**src/rtl/medidor_potencia_ca_if.sv**
```systemverilog
// Measurement bus for the AC power meter: sample inputs in, window results out.
interface medidor_potencia_ca_if;
  logic        enable;
  logic        sample_valid;
  logic [31:0] tensao;
  logic [31:0] corrente;
  logic [63:0] potencia_media;
  logic [31:0] v_pico;
  logic [31:0] i_pico;
  logic [15:0] window_count;
  logic        result_valid;

  // Source side: drives samples, observes results.
  modport master (
    output enable, sample_valid, tensao, corrente,
    input  potencia_media, v_pico, i_pico, window_count, result_valid
  );

  // Meter side: consumes samples, produces results.
  modport slave (
    input  enable, sample_valid, tensao, corrente,
    output potencia_media, v_pico, i_pico, window_count, result_valid
  );
endinterface

```
**src/rtl/medidor_potencia_ca.sv**
```systemverilog
// Windowed AC power meter: multiplies voltage and current samples, averages
// the power over 2^WINDOW_LOG2 accepted samples and tracks peak |v| and |i|.
// Pipeline: product (stage 1) -> accumulate (stage 2) -> hold -> outputs,
// so the result for the window's last sample appears three edges later.
module medidor_potencia_ca #(
  parameter int WINDOW_LOG2 = 10
) (
  input logic                clk,
  input logic                rst,
  medidor_potencia_ca_if.slave bus
);

  localparam int ACC_W = 64 + WINDOW_LOG2;

  typedef enum logic {
    S_IDLE,
    S_RUN
  } state_t;

  state_t state;
  state_t state_next;

  logic accept;
  logic flush;

  // Stage 1: product and magnitudes
  logic               s1_valid;
  logic signed [63:0] s1_prod;
  logic [31:0]        s1_abs_v;
  logic [31:0]        s1_abs_i;

  // Stage 2: window accumulation
  logic signed [ACC_W-1:0] acc;
  logic signed [ACC_W-1:0] sum_next;
  logic [WINDOW_LOG2-1:0]  sample_count;
  logic [31:0]             peak_v;
  logic [31:0]             peak_i;
  logic [31:0]             peak_v_next;
  logic [31:0]             peak_i_next;
  logic                    done_valid;
  logic [63:0]             done_mean;
  logic [31:0]             done_v;
  logic [31:0]             done_i;

  // Stage 3: hold register ahead of the outputs
  logic        hold_valid;
  logic [63:0] hold_mean;
  logic [31:0] hold_v;
  logic [31:0] hold_i;

  // State register
  always_ff @(posedge clk) begin
    if (rst) state <= S_IDLE;
    else     state <= state_next;
  end

  // Next state follows enable; leaving RUN discards the partial window
  always_comb begin
    state_next = state;
    case (state)
      S_IDLE:  if (bus.enable)  state_next = S_RUN;
      S_RUN:   if (!bus.enable) state_next = S_IDLE;
      default: state_next = S_IDLE;
    endcase
  end

  assign accept = (state == S_RUN) && bus.enable && bus.sample_valid;
  assign flush  = (state_next == S_IDLE);

  // Stage 1: full-precision signed product and unsaturated magnitudes
  always_ff @(posedge clk) begin
    if (rst || flush) begin
      s1_valid <= 1'b0;
      s1_prod  <= '0;
      s1_abs_v <= '0;
      s1_abs_i <= '0;
    end else begin
      s1_valid <= accept;
      if (accept) begin
        s1_prod  <= 64'($signed(bus.tensao)) * 64'($signed(bus.corrente));
        s1_abs_v <= bus.tensao[31]   ? (~bus.tensao + 32'd1)   : bus.tensao;
        s1_abs_i <= bus.corrente[31] ? (~bus.corrente + 32'd1) : bus.corrente;
      end
    end
  end

  assign sum_next    = acc + $signed({{WINDOW_LOG2{s1_prod[63]}}, s1_prod});
  assign peak_v_next = (s1_abs_v > peak_v) ? s1_abs_v : peak_v;
  assign peak_i_next = (s1_abs_i > peak_i) ? s1_abs_i : peak_i;

  // Stage 2: accumulate; on the last sample latch the window and restart at 0.
  // The mean is the sum's upper 64 bits, i.e. an arithmetic shift (floor).
  always_ff @(posedge clk) begin
    if (rst || flush) begin
      acc          <= '0;
      sample_count <= '0;
      peak_v       <= '0;
      peak_i       <= '0;
      done_valid   <= 1'b0;
      done_mean    <= '0;
      done_v       <= '0;
      done_i       <= '0;
    end else begin
      done_valid <= 1'b0;
      if (s1_valid) begin
        if (&sample_count) begin
          done_valid   <= 1'b1;
          done_mean    <= sum_next[ACC_W-1:WINDOW_LOG2];
          done_v       <= peak_v_next;
          done_i       <= peak_i_next;
          acc          <= '0;
          sample_count <= '0;
          peak_v       <= '0;
          peak_i       <= '0;
        end else begin
          acc          <= sum_next;
          sample_count <= sample_count + 1'b1;
          peak_v       <= peak_v_next;
          peak_i       <= peak_i_next;
        end
      end
    end
  end

  // Stage 3: carry the finished window one more cycle
  always_ff @(posedge clk) begin
    if (rst || flush) begin
      hold_valid <= 1'b0;
      hold_mean  <= '0;
      hold_v     <= '0;
      hold_i     <= '0;
    end else begin
      hold_valid <= done_valid;
      hold_mean  <= done_mean;
      hold_v     <= done_v;
      hold_i     <= done_i;
    end
  end

  // Outputs: update with a one-cycle pulse, otherwise hold until reset
  always_ff @(posedge clk) begin
    if (rst) begin
      bus.potencia_media <= '0;
      bus.v_pico         <= '0;
      bus.i_pico         <= '0;
      bus.window_count   <= '0;
      bus.result_valid   <= 1'b0;
    end else if (flush) begin
      bus.result_valid <= 1'b0;
    end else begin
      bus.result_valid <= hold_valid;
      if (hold_valid) begin
        bus.potencia_media <= hold_mean;
        bus.v_pico         <= hold_v;
        bus.i_pico         <= hold_i;
        bus.window_count   <= bus.window_count + 16'd1;
      end
    end
  end

endmodule

```
**src/flat_wrapper.sv**
```systemverilog
// flat-port wrapper written by rule: the top's interface ports become plain ports
module medidor_potencia_ca_flat 
#(
  parameter int WINDOW_LOG2 = 10
)
  (clk, rst, bus_enable, bus_sample_valid, bus_tensao, bus_corrente, bus_potencia_media, bus_v_pico, bus_i_pico, bus_window_count, bus_result_valid);
  medidor_potencia_ca_if bus_i ();
  input logic clk;
  input logic rst;
  input wire logic [$bits(bus_i.enable)-1:0] bus_enable;
  input wire logic [$bits(bus_i.sample_valid)-1:0] bus_sample_valid;
  input wire logic [$bits(bus_i.tensao)-1:0] bus_tensao;
  input wire logic [$bits(bus_i.corrente)-1:0] bus_corrente;
  output wire logic [$bits(bus_i.potencia_media)-1:0] bus_potencia_media;
  output wire logic [$bits(bus_i.v_pico)-1:0] bus_v_pico;
  output wire logic [$bits(bus_i.i_pico)-1:0] bus_i_pico;
  output wire logic [$bits(bus_i.window_count)-1:0] bus_window_count;
  output wire logic [$bits(bus_i.result_valid)-1:0] bus_result_valid;
  assign bus_i.enable = bus_enable;
  assign bus_i.sample_valid = bus_sample_valid;
  assign bus_i.tensao = bus_tensao;
  assign bus_i.corrente = bus_corrente;
  assign bus_potencia_media = bus_i.potencia_media;
  assign bus_v_pico = bus_i.v_pico;
  assign bus_i_pico = bus_i.i_pico;
  assign bus_window_count = bus_i.window_count;
  assign bus_result_valid = bus_i.result_valid;
  medidor_potencia_ca #(.WINDOW_LOG2(WINDOW_LOG2)) u_core (.clk(clk), .rst(rst), .bus(bus_i));
endmodule
```
**config.mk**
```make
export PLATFORM = sky130hd
export DESIGN_NAME = medidor_potencia_ca_flat
export DESIGN_NICKNAME = d
export VERILOG_FILES = /design/src/rtl/medidor_potencia_ca_if.sv /design/src/rtl/medidor_potencia_ca.sv /design/src/flat_wrapper.sv
export SDC_FILE = /design/constraint.sdc
export NUM_CORES = 2
export LEC_CHECK = 0
export CORE_UTILIZATION = 60
export DETAILED_ROUTE_END_ITERATION = 8
export GPL_TIMING_DRIVEN = 0
export PLACE_DENSITY = 0.78
export SKIP_CTS_REPAIR_TIMING = 1
export SLEW_MARGIN = 15
export SYNTH_ARGS = -nofsm -noshare
export SYNTH_HDL_FRONTEND = slang
export SYNTH_SLANG_ARGS = --single-unit
```
**constraint.sdc**
```tcl
create_clock -name clk -period 32.9 [get_ports clk]
set_clock_uncertainty 0.2 [all_clocks]
set_input_delay 6.58 -clock clk [delete_from_list [all_inputs] [get_ports clk]]
set_output_delay 6.58 -clock clk [all_outputs]
set_load 0.01 [all_outputs]
```
==> impl_metrics.env <==
export IMPL_fillCellCount=9191
export IMPL_gr_total_overflow=0
export IMPL_synth_compound_area_frac=0.112
export IMPL_drt_total_wl_mm=242
export IMPL_cts_tree="yes"
export IMPL_synth_top_area_share=0.328
export IMPL_coreArea_um2=109000
export IMPL_nets=9086
export IMPL_clkLatencyLatePin_ps=630
export IMPL_synth_common_cells="inv_1, nand2_1, fa_1"
export IMPL_worstRegToRegCells=13
export IMPL_r2r_end="u_core.acc[60]"
export IMPL_max_stage_delay_ps=970
export IMPL_die_area_um2=112000
export IMPL_portBuffers=161
export IMPL_grt_use_total=0.437
export IMPL_globalRouteMet2Util=0.675
export IMPL_final_max_slew_viol_count=0
export IMPL_grt_pass1_wl_mm=354
export IMPL_avgSynthCellArea_um2=8.95
export IMPL_fmax_ghz=0.0604
export IMPL_crit_slowest_cell="fa_1"
export IMPL_grt_pass1_vias=54600
export IMPL_rsz0062_at_grt="false"
export IMPL_synth_most_common_cell="inv_1"
export IMPL_synth_net_count=8866
export IMPL_worst_pin_slew_ps=1370
export IMPL_netlist_area_um2=66100
export IMPL_drtAntennaViolNets=0
export IMPL_worst_path_most_repeated_cell="fa_1"
export IMPL_drc=0
export IMPL_grt_antenna_before_repair=32
export IMPL_arrival_ps=16880
export IMPL_hold_viol_final=0
export IMPL_synth_top_family_by_area="adder cells"
export IMPL_synthTopCellsByArea="fa_1, dfxtp_1, inv_1, nand2_1, ha_1"
export IMPL_multi_input_area_um2=46500
export IMPL_seq_area_um2=13600
export IMPL_vias=54500
export IMPL_drtPass1Iterations=6
export IMPL_synth_xor_xnor_area_share=0.0274
export IMPL_drive_above_1_share=0.0209
export IMPL_hold_class="register to register"
export IMPL_synth_top_cell_by_area="fa_1"
export IMPL_yosys_area_share_simple=0.164
export IMPL_whs_ps=233
export IMPL_cp_max_fo=10
export IMPL_synth_cell_type_count=87
export IMPL_wire_per_inst_um=26.6
export IMPL_die_h_um=334
export IMPL_tns_ps=0
export IMPL_finalSetupViolations=0
export IMPL_syn_inst=7390
export IMPL_grt_busiest_layer="met2"
export IMPL_hpwl_mm=196
export IMPL_io_pins=213
export IMPL_final_util=0.658
export IMPL_yosysSeqAreaShare=0.206
export IMPL_hp_start="u_core.hold_v[23]"
export IMPL_viasPerCell=5.99
export IMPL_synth_area_mux_share=0.0103
export IMPL_period_needed_ps=16560
export IMPL_timing_final_crit_share=0.503
export IMPL_start_util=0.607
export IMPL_htreeDepth=2
export IMPL_grt_max_degree=24
export IMPL_slew_headroom=0.0866
export IMPL_crit_type="primary input to register"
export IMPL_gp_congestion=1.12
export IMPL_synth_seq_cells=681
export IMPL_endpoint_kind="register"
export IMPL_outcome="finished, final reports clean"
export IMPL_drt_iter0_drc=4886
export IMPL_synth_edf_count=0
export IMPL_worst_setup_path_start_kind="primary input"
export IMPL_synthFlopType="dfxtp_1"
export IMPL_place_ws_ps=15860
export IMPL_fin_ws_ps=16340
export IMPL_holdPathEnd="u_core.bus.v_pico[23]"
export IMPL_synth_async_reset_ratio=0
export IMPL_clock_root_buffer="clkbuf_16"
export IMPL_cts_sinks=681
export IMPL_path_clk_slew_ps=70
export IMPL_grt_use_met1=0.527
export IMPL_synth_warnings=0
export IMPL_die_w_um=334
export IMPL_drv_cap=0
export IMPL_cts_buffers_inserted=57
export IMPL_syn2layout_area_growth_pct=8.43
export IMPL_reg2reg_slack_ps=28530
export IMPL_cts_path_max_buffers=3
export IMPL_crit_required_ps=33220
export IMPL_cp_startpoint="bus_tensao[31]"
export IMPL_synth_fa_ha_area_frac=0.389
export IMPL_num_rows=121
export IMPL_r2r_start="u_core.s1_prod[0]"
export IMPL_worstHoldPathCells=2
export IMPL_use_met3=0.113
[critical path, delay by kind of cell]
family	cells	cell delay, ps
simple gates	4	590
fa+ha+maj	9	4790
compound gates	7	1750
buf+inv	10	3100
[area by class of cell]
cell class	instances	share of cell area
antenna	26	0.000907
buffer	488	0.0261
clock buffer	65	0.0209
clock inverter	42	0.00864
inverter	1100	0.0576
multi-input combinational	5121	0.649
sequential	681	0.190
tap	1414	0.0247
timing repair buffer	161	0.0225
[through the flow]
stage          std cells  instance area (µm²)
5_1_grt             9079                71700
4_1_cts             9072                71600
3_5_place_dp        8965                69500
6_report            9098                71700
3_3_place_gp        8965                69500
2_1_floorplan       7390                66100
[registers in the layout (all words and copies together), names as in the netlist, 64 cells and up]
signal,cells
u_core.acc,74
u_core.s1_prod,64
u_core.done_mean,64
u_core.hold_mean,64
u_core.bus.potencia_media,64
[placed cells by master, fill, tap and decap left out, types with 13 or more instances in the layout]
master           Yosys  final
or3_1               21     21
o21ai_0            145    145
clkbuf_1           447    443
and3_1              25     25
mux2i_1             68     68
a22o_1              85     85
bufinv_16            0     13
fa_1              1083   1082
xnor2_1            103    103
and2_1             640    640
o211ai_1            17     17
nor3_1              24     24
nand2b_1            24     24
a31oi_1             25     25
a211oi_1           143    143
a21o_1              88     88
a22oi_1             41     41
diode_2              0     26
o21bai_1            39     39
ha_1               325    325
nor2b_1             20     20
clkinv_2             0     14
a21oi_1            397    397
buf_1               19     19
xor2_1             102    102
buf_2               20     20
nor2_1             304    303
inv_1             1098   1098
dfxtp_1            681    681
clkbuf_16            0     57
nand4_1             47     47
clkdlybuf4s50_1      0    161
o31ai_1             41     41
nand2_1           1095   1095
nor4_1              14     14
o21a_1              21     21
nand3_1             54     54
[per-layer routing]
layer | vias up | wire length [µm]
met5 | - | 63
met4 | 8 | 21900
met3 | 871 | 26100
met2 | 3109 | 106000
met1 | 26900 | 87400
li1 | 23600 | -
[logic make-up (layout without fill, tap and decap cells)]
family,after synthesis,count (layout)
and+or+nand+nor,2302,2302
buffers and inverters,1588,1856
adders and majority gates,1408,1408
AOI/OAI and AO/OA,1137,1137
DFF,681,681
xor gates and xnor gates,206,206
muxes,68,68
other,0,26
[how the worst max path moves through the flow]
stage / to / slack [ps] / depth (start not counted)
after CTS: u_core.s1_prod[62] / 16510 / 30
after global routing: u_core.s1_prod[62] / 15940 / 30
after detailed placement: u_core.s1_prod[62] / 15860 / 30
final: u_core.s1_prod[62] / 16340 / 30
after global placement: u_core.s1_prod[62] / 15830 / 28
after floorplan: u_core.s1_prod[62] / 18000 / 28
Power is not shown: default switching activity piles up to over one toggle a cycle in this logic, so the estimate is an artifact.
